`config.mk`:
```
export PLATFORM = sky130hd
export DESIGN_NAME = bfloat16_mul
export DESIGN_NICKNAME = d
export VERILOG_FILES = /design/src/rtl/bf16_pkg.sv /design/src/rtl/bf16_lzc.sv /design/src/rtl/bfloat16_mul.sv
export SDC_FILE = /design/constraint.sdc
export NUM_CORES = 1
export LEC_CHECK = 0
export BUFFER_PORTS_ARGS = -buffer_cell sky130_fd_sc_hd__buf_4
export CORE_ASPECT_RATIO = 0.6
export CORE_MARGIN = 4
export CORE_UTILIZATION = 49
export DETAILED_ROUTE_END_ITERATION = 6
export GPL_TIMING_DRIVEN = 0
export PLACE_DENSITY = 0.67
export SLEW_MARGIN = 20
export SYNTH_ARGS = -nofsm -noshare
export SYNTH_HDL_FRONTEND = slang
export SYNTH_SLANG_ARGS = --single-unit
```
`constraint.sdc`:
```
create_clock -name clk -period 5.5 [get_ports clk]
set_input_delay 0.825 -clock clk [delete_from_list [all_inputs] [get_ports clk]]
set_output_delay 0.825 -clock clk [all_outputs]
set_load 0.01 [all_outputs]
```
`src/rtl/bf16_pkg.sv`:
```
// Shared bfloat16 definitions for the CNN datapath multiplier (and, later, the adder).
package bf16_pkg;

  localparam int BF16_EXP_W       = 8;
  localparam int BF16_FRAC_W      = 7;
  localparam int BF16_MUL_LATENCY = 4;

  localparam logic signed [9:0] BF16_BIAS = 10'sd127;
  localparam logic signed [9:0] BF16_EMIN = -10'sd126;
  localparam logic [15:0]       BF16_QNAN = 16'hFFFF;
  localparam logic [15:0]       BF16_ZERO = 16'h0000;

  typedef enum logic [2:0] {
    IDLE  = 3'd0,
    CHECK = 3'd1,
    MULT  = 3'd2,
    NORM  = 3'd3,
    DONE  = 3'd4
  } state_t;

  // A zero exponent field is a denormal and shares the minimum exponent.
  function automatic logic signed [9:0] bf16_unbias(input logic [BF16_EXP_W-1:0] field);
    logic signed [9:0] r;
    if (field == 8'h00) r = BF16_EMIN;
    else r = $signed({2'b00, field}) - BF16_BIAS;
    return r;
  endfunction

endpackage

```
`src/rtl/bf16_lzc.sv`:
```
// 8-bit leading-zero counter; an all-zero input reports 8.
module bf16_lzc (
  input  logic [7:0] value,
  output logic [3:0] count
);

  // Priority encode from the MSB down
  always_comb begin
    casez (value)
      8'b1???????: count = 4'd0;
      8'b01??????: count = 4'd1;
      8'b001?????: count = 4'd2;
      8'b0001????: count = 4'd3;
      8'b00001???: count = 4'd4;
      8'b000001??: count = 4'd5;
      8'b0000001?: count = 4'd6;
      8'b00000001: count = 4'd7;
      default:     count = 4'd8;
    endcase
  end

endmodule

```
`src/rtl/bfloat16_mul.sv`:
```
// Multi-cycle bfloat16 multiplier: IDLE->CHECK->MULT->NORM(two cycles)->DONE, latency 4.
// Truncates by default; define BF16_MUL_RNE_EN for round-to-nearest-even in NORM.
module bfloat16_mul
  import bf16_pkg::*;
(
  input  logic        clk,
  input  logic        reset,
  input  logic        in_valid,
  output logic        in_ready,
  input  logic [15:0] a,
  input  logic [15:0] b,
  output logic        out_valid,
  input  logic        out_ready,
  output logic [15:0] out
);

  state_t                 state_r;
  logic [15:0]            a_r, b_r, p_r, out_r;
  logic                   sign_r, nan_r, zero_r, norm_phase_r;
  logic                   in_ready_r, out_valid_r;
  logic signed [9:0]      ea_r, eb_r, e_r;
  logic [BF16_FRAC_W:0]   ma_r, mb_r;
`ifdef BF16_MUL_RNE_EN
  logic                   sticky_r;
`endif

  logic [3:0]             lz_s, shift_s;
  logic [9:0]             headroom_s;
  logic signed [9:0]      biased_s;
  logic                   round_s;
  logic [14:0]            mag_s;
  logic [15:0]            result_s;

  bf16_lzc u_lzc (
    .value (p_r[14:7]),
    .count (lz_s)
  );

  // Normalizing shift, clamped so the exponent never drops below the minimum
  always_comb begin
    headroom_s = 10'(e_r - BF16_EMIN);
    if (e_r < BF16_EMIN) shift_s = 4'd0;
    else if (headroom_s < {6'd0, lz_s}) shift_s = headroom_s[3:0];
    else shift_s = lz_s;
  end

  // Pack the normalized product; p_r[14]=0 here means a denormal result
  always_comb begin
    biased_s = e_r + BF16_BIAS;
`ifdef BF16_MUL_RNE_EN
    round_s = p_r[6] & ((|p_r[5:0]) | sticky_r | p_r[7]);
`else
    round_s = 1'b0;
`endif
    mag_s = {(p_r[14] ? biased_s[7:0] : 8'h00), p_r[13:7]} + {14'd0, round_s};
    if (nan_r) result_s = BF16_QNAN;
    else if (zero_r) result_s = BF16_ZERO;
    else if (biased_s > 10'sd254) result_s = BF16_QNAN;
    else if (biased_s < 10'sd1) result_s = BF16_ZERO;
    else if (mag_s[14:7] == 8'hFF) result_s = BF16_QNAN;
    else result_s = {sign_r, mag_s};
  end

  // Control FSM with the datapath registers it sequences
  always_ff @(posedge clk or negedge reset) begin
    if (!reset) begin
      state_r      <= IDLE;
      a_r          <= 16'h0000;
      b_r          <= 16'h0000;
      p_r          <= 16'h0000;
      out_r        <= 16'h0000;
      sign_r       <= 1'b0;
      nan_r        <= 1'b0;
      zero_r       <= 1'b0;
      norm_phase_r <= 1'b0;
      in_ready_r   <= 1'b1;
      out_valid_r  <= 1'b0;
      ea_r         <= 10'sd0;
      eb_r         <= 10'sd0;
      e_r          <= 10'sd0;
      ma_r         <= 8'h00;
      mb_r         <= 8'h00;
`ifdef BF16_MUL_RNE_EN
      sticky_r     <= 1'b0;
`endif
    end else begin
      case (state_r)
        IDLE: begin
          if (in_valid && in_ready_r) begin
            a_r        <= a;
            b_r        <= b;
            in_ready_r <= 1'b0;
            state_r    <= CHECK;
          end
        end
        CHECK: begin
          sign_r  <= a_r[15] ^ b_r[15];
          nan_r   <= (a_r[14:7] == 8'hFF) || (b_r[14:7] == 8'hFF);
          zero_r  <= (a_r[14:0] == 15'd0) || (b_r[14:0] == 15'd0);
          ea_r    <= bf16_unbias(a_r[14:7]);
          eb_r    <= bf16_unbias(b_r[14:7]);
          ma_r    <= {(a_r[14:7] != 8'h00), a_r[6:0]};
          mb_r    <= {(b_r[14:7] != 8'h00), b_r[6:0]};
          state_r <= MULT;
        end
        MULT: begin
          p_r          <= 16'(ma_r) * 16'(mb_r);
          e_r          <= ea_r + eb_r;
          norm_phase_r <= 1'b0;
          state_r      <= NORM;
        end
        NORM: begin
          if (!norm_phase_r) begin
            norm_phase_r <= 1'b1;
            // Align so the mantissa always sits in p_r[13:7]
            if (p_r[15]) begin
              p_r <= {1'b0, p_r[15:1]};
              e_r <= e_r + 10'sd1;
`ifdef BF16_MUL_RNE_EN
              sticky_r <= p_r[0];
`endif
            end else begin
              p_r <= p_r << shift_s;
              e_r <= e_r - $signed({6'd0, shift_s});
`ifdef BF16_MUL_RNE_EN
              sticky_r <= 1'b0;
`endif
            end
          end else begin
            out_r        <= result_s;
            out_valid_r  <= 1'b1;
            norm_phase_r <= 1'b0;
            state_r      <= DONE;
          end
        end
        DONE: begin
          if (out_ready) begin
            out_valid_r <= 1'b0;
            in_ready_r  <= 1'b1;
            state_r     <= IDLE;
          end
        end
        default: begin
          out_valid_r  <= 1'b0;
          in_ready_r   <= 1'b1;
          norm_phase_r <= 1'b0;
          state_r      <= IDLE;
        end
      endcase
    end
  end

  assign in_ready  = in_ready_r;
  assign out_valid = out_valid_r;
  assign out       = out_r;

endmodule

```
==> metrics.csv, run 1 <==
metric;value;unit
status;finished, final reports clean;
initial antenna violation count;0;
Die W;186.9;µm
fin. max-slew vios;0;
crit path to;e_r[8];
Async SR Flop Fraction;100.0;%
GPL Wtd Cong;1.025;
post-synthesis cell type with the largest combined area;dfrtp_1;
top cells by count, synth;nand2_1, dfrtp_1, o21ai_0;
antenna-violating nets left;0;
Worst-path clk slew;60;ps
Initial Util;51.00;%
crit end category;flip-flop;
Least-Margin Pin Slew;715.6;ps
Cell Area, Synth;9409;µm²
R2R Path Start;p_r[9];
period utilization;95.98;%
H-tree depth;4;
hold crit path type;primary input to asynchronous set/reset pin;
reg2reg end;e_r[8];
CP Data Required Time;5820;ps
Die H;115.3;µm
vias in the first global route;7986;
root buf cell;clkbuf_16;
layout cells sized above 1;15.74;%
DR vias/cell;5.819;
CTS tree;yes;
die footprint;21560;µm²
ys flop type;dfrtp_1;
clk_skew;13.86;ps
gr ovfl total;0;
routed len/inst;18.78;µm
Max FO, Critical Path;9;
FP Rows;38;
Post-synth EDFFs;0;
Initial DRC Count;837;
top-area cell type share of the netlist area;30.85;%
CP arrival;5600;ps
r2r setup slk;220;ps
Final Critical Period;5279;ps
core box area;18450;µm²
DR vias;8310;
sequential share of the synthesized area;31.13;%
clock sinks;117;
max_cap viols;0;
I/O pins;54;
syn_nets;1227;
critical path class;flip-flop to flip-flop;
post-place instance area;10150;µm²
flops & latches, synth;117;
Unique masters post-synth;74;
fmax;0.1894;GHz
synthesis-to-layout area growth;16.72;%
# setup viols final;0;
final worst setup slack;221.1;ps
syn avg cell area;8.664;µm²
first-pass iteration count of the detailed router;6;
Num CTS Buffers;17;
Area contributors post-synth;dfrtp_1, ha_1, fa_1;
routed wire length;26820;µm
buffers from clock root to sink, at most;2;
fin nets;1316;
Overall Global Routing Usage;25.52;%
fillers;1718;
first-pass GRT wire length;43700;µm
largest net degree at the start of global routing;76;
Synth warnings;0;
drc violations;0;
Slew headroom;52.29;%
Synth Instances;1086;
n_diodes;0;
hpwl dp;20380;µm
crit start category;flip-flop;
Clock Latency Late Sink;440;ps
IO Port Bufs;53;
DP Worst Slack;-691.8;ps
worst reg2reg path depth;26;
Hold Fails Final Rpt;0;
CP Launch Point;p_r[9];
fin area;10980;µm²
top-count cell post-synth;nand2_1;
Post-CTS Hold Buffers;0;
-- worst min-delay path by stage --
stage	end	slack, ps	cells after the start
global placement	out[11]	470	2
finish	p_r[12]	310	1
detailed placement	eb_r[0]	480	2
CTS	p_r[12]	320	1
global route	p_r[12]	340	1
floorplan	sign_r	440	2
-- critical path: stages, from the launching register on --
cell	delay (ps)
dfrtp_1	370
buf_4	190
nor2_1	90
o21ai_1	90
a311oi_2	340
inv_1	80
ha_1	270
o21a_1	190
or2_2	290
maj3_2	360
a21o_4	260
a21o_1	190
buf_6	150
inv_6	110
nand2_1	100
nor2_2	160
ha_1	260
nor2b_1	150
ha_1	370
o21ai_2	90
a21boi_2	170
o21ai_1	100
a21boi_1	180
o21a_1	150
nor2_1	50
xnor2_1	120
a221o_1	280
-- flip-flops by register name, summed over array words and instances, names as in the netlist, 3 cells and up --
name,cells
mb_r,8
state_r,3
out,16
a_r,16
e_r,10
ea_r,9
ma_r,8
b_r,16
p_r,16
eb_r,9
-- cell type report --
| class | count | area (µm²) | share of cell area (%) |
|---|---|---|---|
| Sequential cell | 117 | 2933 | 26.71 |
| Multi-Input combinational cell | 833 | 6012 | 54.75 |
| Clock inverter | 13 | 146.4 | 1.333 |
| Clock buffer | 19 | 452.9 | 4.124 |
| Timing Repair Buffer | 70 | 546.8 | 4.979 |
| Buffer | 56 | 281.5 | 2.564 |
| Tap cell | 240 | 300.3 | 2.734 |
| Inverter | 80 | 309.0 | 2.814 |
-- logic make-up (layout without fill, tap and decap cells) --
| family | count (synthesis) | in the layout | synth area share [%] |
|---|---|---|---|
| xor+xnor | 43 | 43 | 4.003 |
| compound gates | 268 | 268 | 18.13 |
| flops | 117 | 117 | 31.13 |
| fa+ha+maj | 106 | 106 | 17.11 |
| simple gates | 367 | 367 | 18.05 |
| mux | 49 | 49 | 5.585 |
| buf+inv | 136 | 238 | 5.997 |
-- metal layers --
metal	GRT usage, %	wire length (µm)	up-vias
met3	6.826	2267	28
li1	-	-	3934
met2	34.60	10600	313
met4	5.564	264	0
met5	0	0	-
met1	40.27	13680	4035
-- cells in the final DEF (no fill, tap or decap), types with 9 or more instances in the layout --
cell and n:
clkbuf_16 17, o22ai_1 10, a211oi_1 10, o21ai_0 74, fa_1 38, clkbuf_1 37, nand2_1 172, ha_1 66
nor3_1 24, xor2_1 16, a221oi_1 9, dfrtp_1 113, nor2_1 61, and2_1 38, o21ai_1 21, buf_4 70
a21oi_1 56, inv_1 74, mux2_2 28, mux2i_1 20, xnor2_1 27, nand3_1 20
-- repair_timing --
action	4_1_cts	5_1_grt
pin swaps	2	8
setup endpoints to repair	6	5
cloned	0	0
setup buffers	4	11
resized for setup	14	23
-- through the flow --
stage	util (%)	hold WS, ps	setup TNS, ps	instances
after detailed placement	55.02	475.6	-2071	1381
after floorplan	-	444.7	0	1086
final	59.53	310.4	0	1428
after global routing	59.53	344.5	-4.054	1428
after global placement	54.79	466.5	-1774	1379
after CTS	58.64	321.6	0	1417
Power of run 1 is left out: the tool's default activity adds up to more than one toggle a clock period on the data nets, which glitch-free logic cannot reach.
==> run 2, diff against run 1 <==
- ABC_CLOCK_PERIOD_IN_PS: unset -> 5500
- BUFFER_PORTS_ARGS: -buffer_cell sky130_fd_sc_hd__buf_4 -> unset
- DONT_BUFFER_PORTS: unset -> 1
- PLACE_DENSITY: 0.67 -> 0.64
==> run 2 against run 1 <==
  * Register-to-register slack about the same
  * Hold slack lost 220 ps
  * Final cell count is 4.1% lower
  * Critical path depth is 3 lower
  * Sequential share of layout area rose by 1.0 points
  * Critical endpoint is now e_r[9]
==> metrics.csv, run 2 (same netlist as run 1, synthesis figures left out) <==
metric;value;unit
Overall Global Routing Usage;25.02;%
# setup viols final;0;
CTS tree;yes;
Initial DRC Count;737;
initial antenna violation count;0;
DR vias/cell;5.896;
CP Data Required Time;5810;ps
first-pass iteration count of the detailed router;5;
Die H;115.3;µm
IO Port Bufs;0;
routed wire length;26430;µm
max_cap viols;0;
crit start category;flip-flop;
hpwl dp;19910;µm
hold crit path type;primary input to asynchronous set/reset pin;
core box area;18450;µm²
Hold Fails Final Rpt;0;
crit end category;flip-flop;
Final Critical Period;5287;ps
first-pass GRT wire length;42610;µm
final worst setup slack;213.2;ps
Slew headroom;50.88;%
n_diodes;0;
Least-Margin Pin Slew;736.9;ps
fin. max-slew vios;0;
synthesis-to-layout area growth;12.30;%
gr ovfl total;0;
root buf cell;clkbuf_16;
H-tree depth;4;
antenna-violating nets left;0;
DR vias;8072;
drc violations;0;
critical path class;flip-flop to flip-flop;
routed len/inst;19.31;µm
GPL Wtd Cong;0.9621;
commonest non-fill, non-tap cell in the layout;nand2_1;
layout cells sized above 1;11.43;%
Die W;186.9;µm
fmax;0.1892;GHz
clock sinks;117;
buffers from clock root to sink, at most;2;
Post-CTS Hold Buffers;0;
CP arrival;5590;ps
clk_skew;7.862;ps
Num CTS Buffers;17;
Worst-path clk slew;60;ps
Initial Util;51.00;%
period utilization;96.12;%
Max FO, Critical Path;9;
vias in the first global route;7663;
fin nets;1257;
Clock Latency Late Sink;430;ps
largest net degree at the start of global routing;118;
DP Worst Slack;-758.6;ps
die footprint;21560;µm²
most frequent cells in the layout;nand2_1, dfrtp_1, o21ai_0;
I/O pins;54;
FP Rows;38;
status;finished, final reports clean;
run 2: per-layer routing:
layer / routed length, µm / track usage, % / share of wire (%) / vias up
met3: 2294 / 6.584 / 8.7 / 28
met4: 299 / 5.711 / 1.1 / 0
met1: 13610 / 39.95 / 51 / 3909
li1: - / - / - / 3827
met5: 0 / 0 / 0 / -
met2: 10230 / 33.26 / 39 / 308
run 2: cell type report:
cell class	instances	area, µm²
Tap cell	240	300.3
Inverter	80	306.5
Clock buffer	20	456.7
Clock inverter	12	191.4
Fill cell	1681	7881
Timing Repair Buffer	11	80.08
Multi-Input combinational cell	833	6023
Sequential cell	117	2933
Buffer	56	275.3
run 2: path summary, 6_finish.rpt:
path,startpoint,end,slack (ps),cells after the start
hold reg to reg,eb_r[6],eb_r[6],490,2
hold / removal,reset,p_r[5],90,0
min in group clk,eb_r[6],eb_r[6],490,2
setup / recovery,p_r[12],e_r[9],210,23
setup reg to reg,p_r[12],e_r[9],210,23
max in group asynchronous,reset,in_ready,5120,0
run 2: repair_timing:
action / in CTS / in global routing
pin swaps: 2 / 8
setup buffers: 2 / 8
endpoints found under the setup margin: 6 / 4
cloned: 0 / 0
resized for setup: 14 / 21
run 2: stage by stage:
stage / utilization [%] / setup TNS (ps) / hold WS (ps) / instances / cell area (µm²)
3_5_place_dp: 52.69 / -2491 / 478.5 / 1327 / 9721
6_report: 57.28 / 0 / 92.82 / 1369 / 10570
4_1_cts: 56.50 / 0 / 78.12 / 1361 / 10420
3_3_place_gp: 52.63 / -2529 / 468.9 / 1326 / 9709
2_1_floorplan: - / 0 / 444.7 / 1086 / 9409
5_1_grt: 57.28 / -115.7 / 76.12 / 1369 / 10570
run 2: critical path, cell delays in order, from the launching register on:
cell       delay [ps]
dfrtp_1           610
inv_1             180
a311oi_2          270
inv_1              80
ha_1              280
o21a_1            190
or2_2             290
maj3_2            360
a21o_4            260
a21o_1            180
buf_6             140
inv_4             120
nand2_1           140
nor2_4            150
ha_1              240
nor2b_1           150
ha_1              380
nand2_1            90
o21ai_1            80
o41ai_2           310
o21ai_0           180
xnor2_1           200
o22ai_1           110
o2bb2ai_1         160
Power of run 2 is left out for the same reason.
==> run 3, diff against run 2 <==
- SYNTH_HIERARCHICAL: unset -> 1
==> run 3 against run 2 <==
  * First-iteration DRC count is 46% higher
  * Hold slack worse by 3.5 ps
  * Sequential share of layout area rose by 0.091 points
  * Worst setup slack improved by 12 ps
  * Synthesized cell count rose by 1.0%
  * Non-clock buffer count up 3
  * Register-to-register slack barely moved
  * Global-route usage grew 0.38 points
  * Area after synthesis grew 0.41%
  * Clock-buffer cell count shrank 1
  * Critical path type unchanged
==> metrics.csv, run 3 <==
metric;value;unit
I/O pins;54;
top-count cell post-synth;nand2_1;
first-pass GRT wire length;43360;µm
Initial Util;49.77;%
synthesis-to-layout area growth;11.76;%
Clock Latency Late Sink;440;ps
Worst-path clk slew;60;ps
core box area;18980;µm²
met1 usage;40.68;%
most used cell, CP;ha_1;
Slew headroom;26.48;%
Least-Margin Pin Slew;1093;ps
layout cells sized above 1;11.99;%
Area contributors post-synth;dfrtp_1, ha_1, fa_1;
routed len/inst;19.52;µm
fin area;10560;µm²
post-synthesis cell type with the largest combined area;dfrtp_1;
hpwl dp;20230;µm
fin nets;1273;
FP Rows;39;
top cells by count, synth;nand2_1, dfrtp_1, o21ai_0;
CP arrival;5620;ps
vias in the first global route;7717;
Largest stage delay, worst path;500;ps
GPL Wtd Cong;0.9990;
n_diodes;0;
H-tree depth;4;
CP Data Required Time;5840;ps
GR peak layer;met1;
die footprint;21640;µm²
fmax;0.1896;GHz
Synth warnings;6;
crit end category;flip-flop;
CTS tree;yes;
met2 global-route usage;33.14;%
critical path class;flip-flop to flip-flop;
commonest non-fill, non-tap cell in the layout;nand2_1;
top-area cell type share of the netlist area;30.72;%
Max FO, Critical Path;10;
ys flop type;dfrtp_1;
crit start category;flip-flop;
Final Critical Period;5275;ps
status;finished, final reports clean;
max_cap viols;0;
hold crit path type;primary input to asynchronous set/reset pin;
clk_skew;15.07;ps
# setup viols final;0;
Hold Fails Final Rpt;0;
Async SR Flop Fraction;100.0;%
period utilization;95.91;%
Die H;115.6;µm
DR vias;8206;
Critical-path top delay cell;dfrtp_2;
flops & latches, synth;117;
post-place instance area;9772;µm²
antenna-violating nets left;0;
Unique masters post-synth;77;
drc violations;0;
syn_nets;1239;
first-pass iteration count of the detailed router;6;
Die W;187.3;µm
Post-synth EDFFs;0;
largest net degree at the start of global routing;118;
DR vias/cell;5.908;
Initial DRC Count;1079;
buffers from clock root to sink, at most;2;
root buf cell;clkbuf_16;
sequential share of the synthesized area;31.00;%
gr ovfl total;0;
Synth Instances;1097;
syn avg cell area;8.612;µm²
GR Util met3;6.352;%
Num CTS Buffers;17;
Cell Area, Synth;9448;µm²
fin. max-slew vios;0;
Post-CTS Hold Buffers;0;
initial antenna violation count;0;
routed wire length;27110;µm
most frequent cells in the layout;nand2_1, dfrtp_1, o21ai_0;
IO Port Bufs;0;
Overall Global Routing Usage;25.40;%
clock sinks;117;
run 3: cell types whose count changed after synthesis, moves of 4 or more:
| cell | delta |
|---|---|
| a22oi_1 | -7 |
| mux2i_1 | -6 |
| mux4_2 | +4 |
| a31oi_1 | +7 |
| a21oi_1 | +13 |
| o21ai_1 | -16 |
| o21a_1 | -4 |
| o21ai_0 | +20 |
| inv_1 | +9 |
run 3: final cells by class:
| class | instances | area, µm² |
|---|---|---|
| Sequential cell | 117 | 2940 |
| Multi-Input combinational cell | 838 | 6002 |
| Buffer | 53 | 250.2 |
| Clock inverter | 12 | 143.9 |
| Tap cell | 246 | 307.8 |
| Clock buffer | 19 | 452.9 |
| Inverter | 87 | 336.6 |
| Timing Repair Buffer | 17 | 125.1 |
| Fill cell | 1744 | 8423 |
run 3: path summary, 6_finish.rpt:
path | cells past startpoint | slack (ps) | end | start
min in group clk | 2 | 490 | eb_r[6] | eb_r[6]
min | 0 | 90 | p_r[11] | reset
max reg2reg | 25 | 220 | e_r[9] | p_r[9]
max in group asynchronous | 0 | 5120 | in_ready | reset
max | 25 | 220 | e_r[9] | p_r[9]
min reg2reg | 2 | 490 | eb_r[6] | eb_r[6]
run 3: per-stage QoR:
stage | util, % | setup slack (ps) | hold slack (ps) | cells | setup TNS, ps
floorplan | - | 550.4 | 444.7 | 1097 | 0
global placement | 51.39 | -310.0 | 471.0 | 1343 | -345.6
detailed placement | 51.48 | -375.4 | 480.6 | 1344 | -605.5
CTS | 54.78 | 6.177 | 72.41 | 1375 | 0
global route | 55.63 | -18.20 | 79.85 | 1389 | -18.20
finish | 55.63 | 225.0 | 89.28 | 1389 | 0
run 3: kinds of logic after synthesis:
family / Yosys count / synth area share [%]
compound gates: 269 / 17.18
xor+xnor: 44 / 4.079
fa+ha+maj: 106 / 17.06
buf+inv: 142 / 6.185
flops: 117 / 31.00
mux: 48 / 5.999
simple gates: 371 / 18.50
run 3: per-layer routing:
layer / wire length [µm] / share of wire, %
met1: 13820 / 51
met4: 435 / 1.6
met2: 10440 / 38
met5: 0 / 0
met3: 2421 / 8.9
run 3: worst max-delay path: cells and delay by family (launching register included):
family	cells	cell delay, ps
xor+xnor	2	400
flops	1	500
buf+inv	4	710
simple gates	5	610
fa+ha+maj	3	970
compound gates	11	2000
run 3: repair_timing:
| action | CTS | global route |
|---|---|---|
| gates cloned | 0 | 0 |
| resized for setup | 5 | 24 |
| pin swaps | 1 | 3 |
| endpoints found under the setup margin | 3 | 5 |
| buffers inserted | 1 | 15 |
Power of run 3 is left out for the same reason.
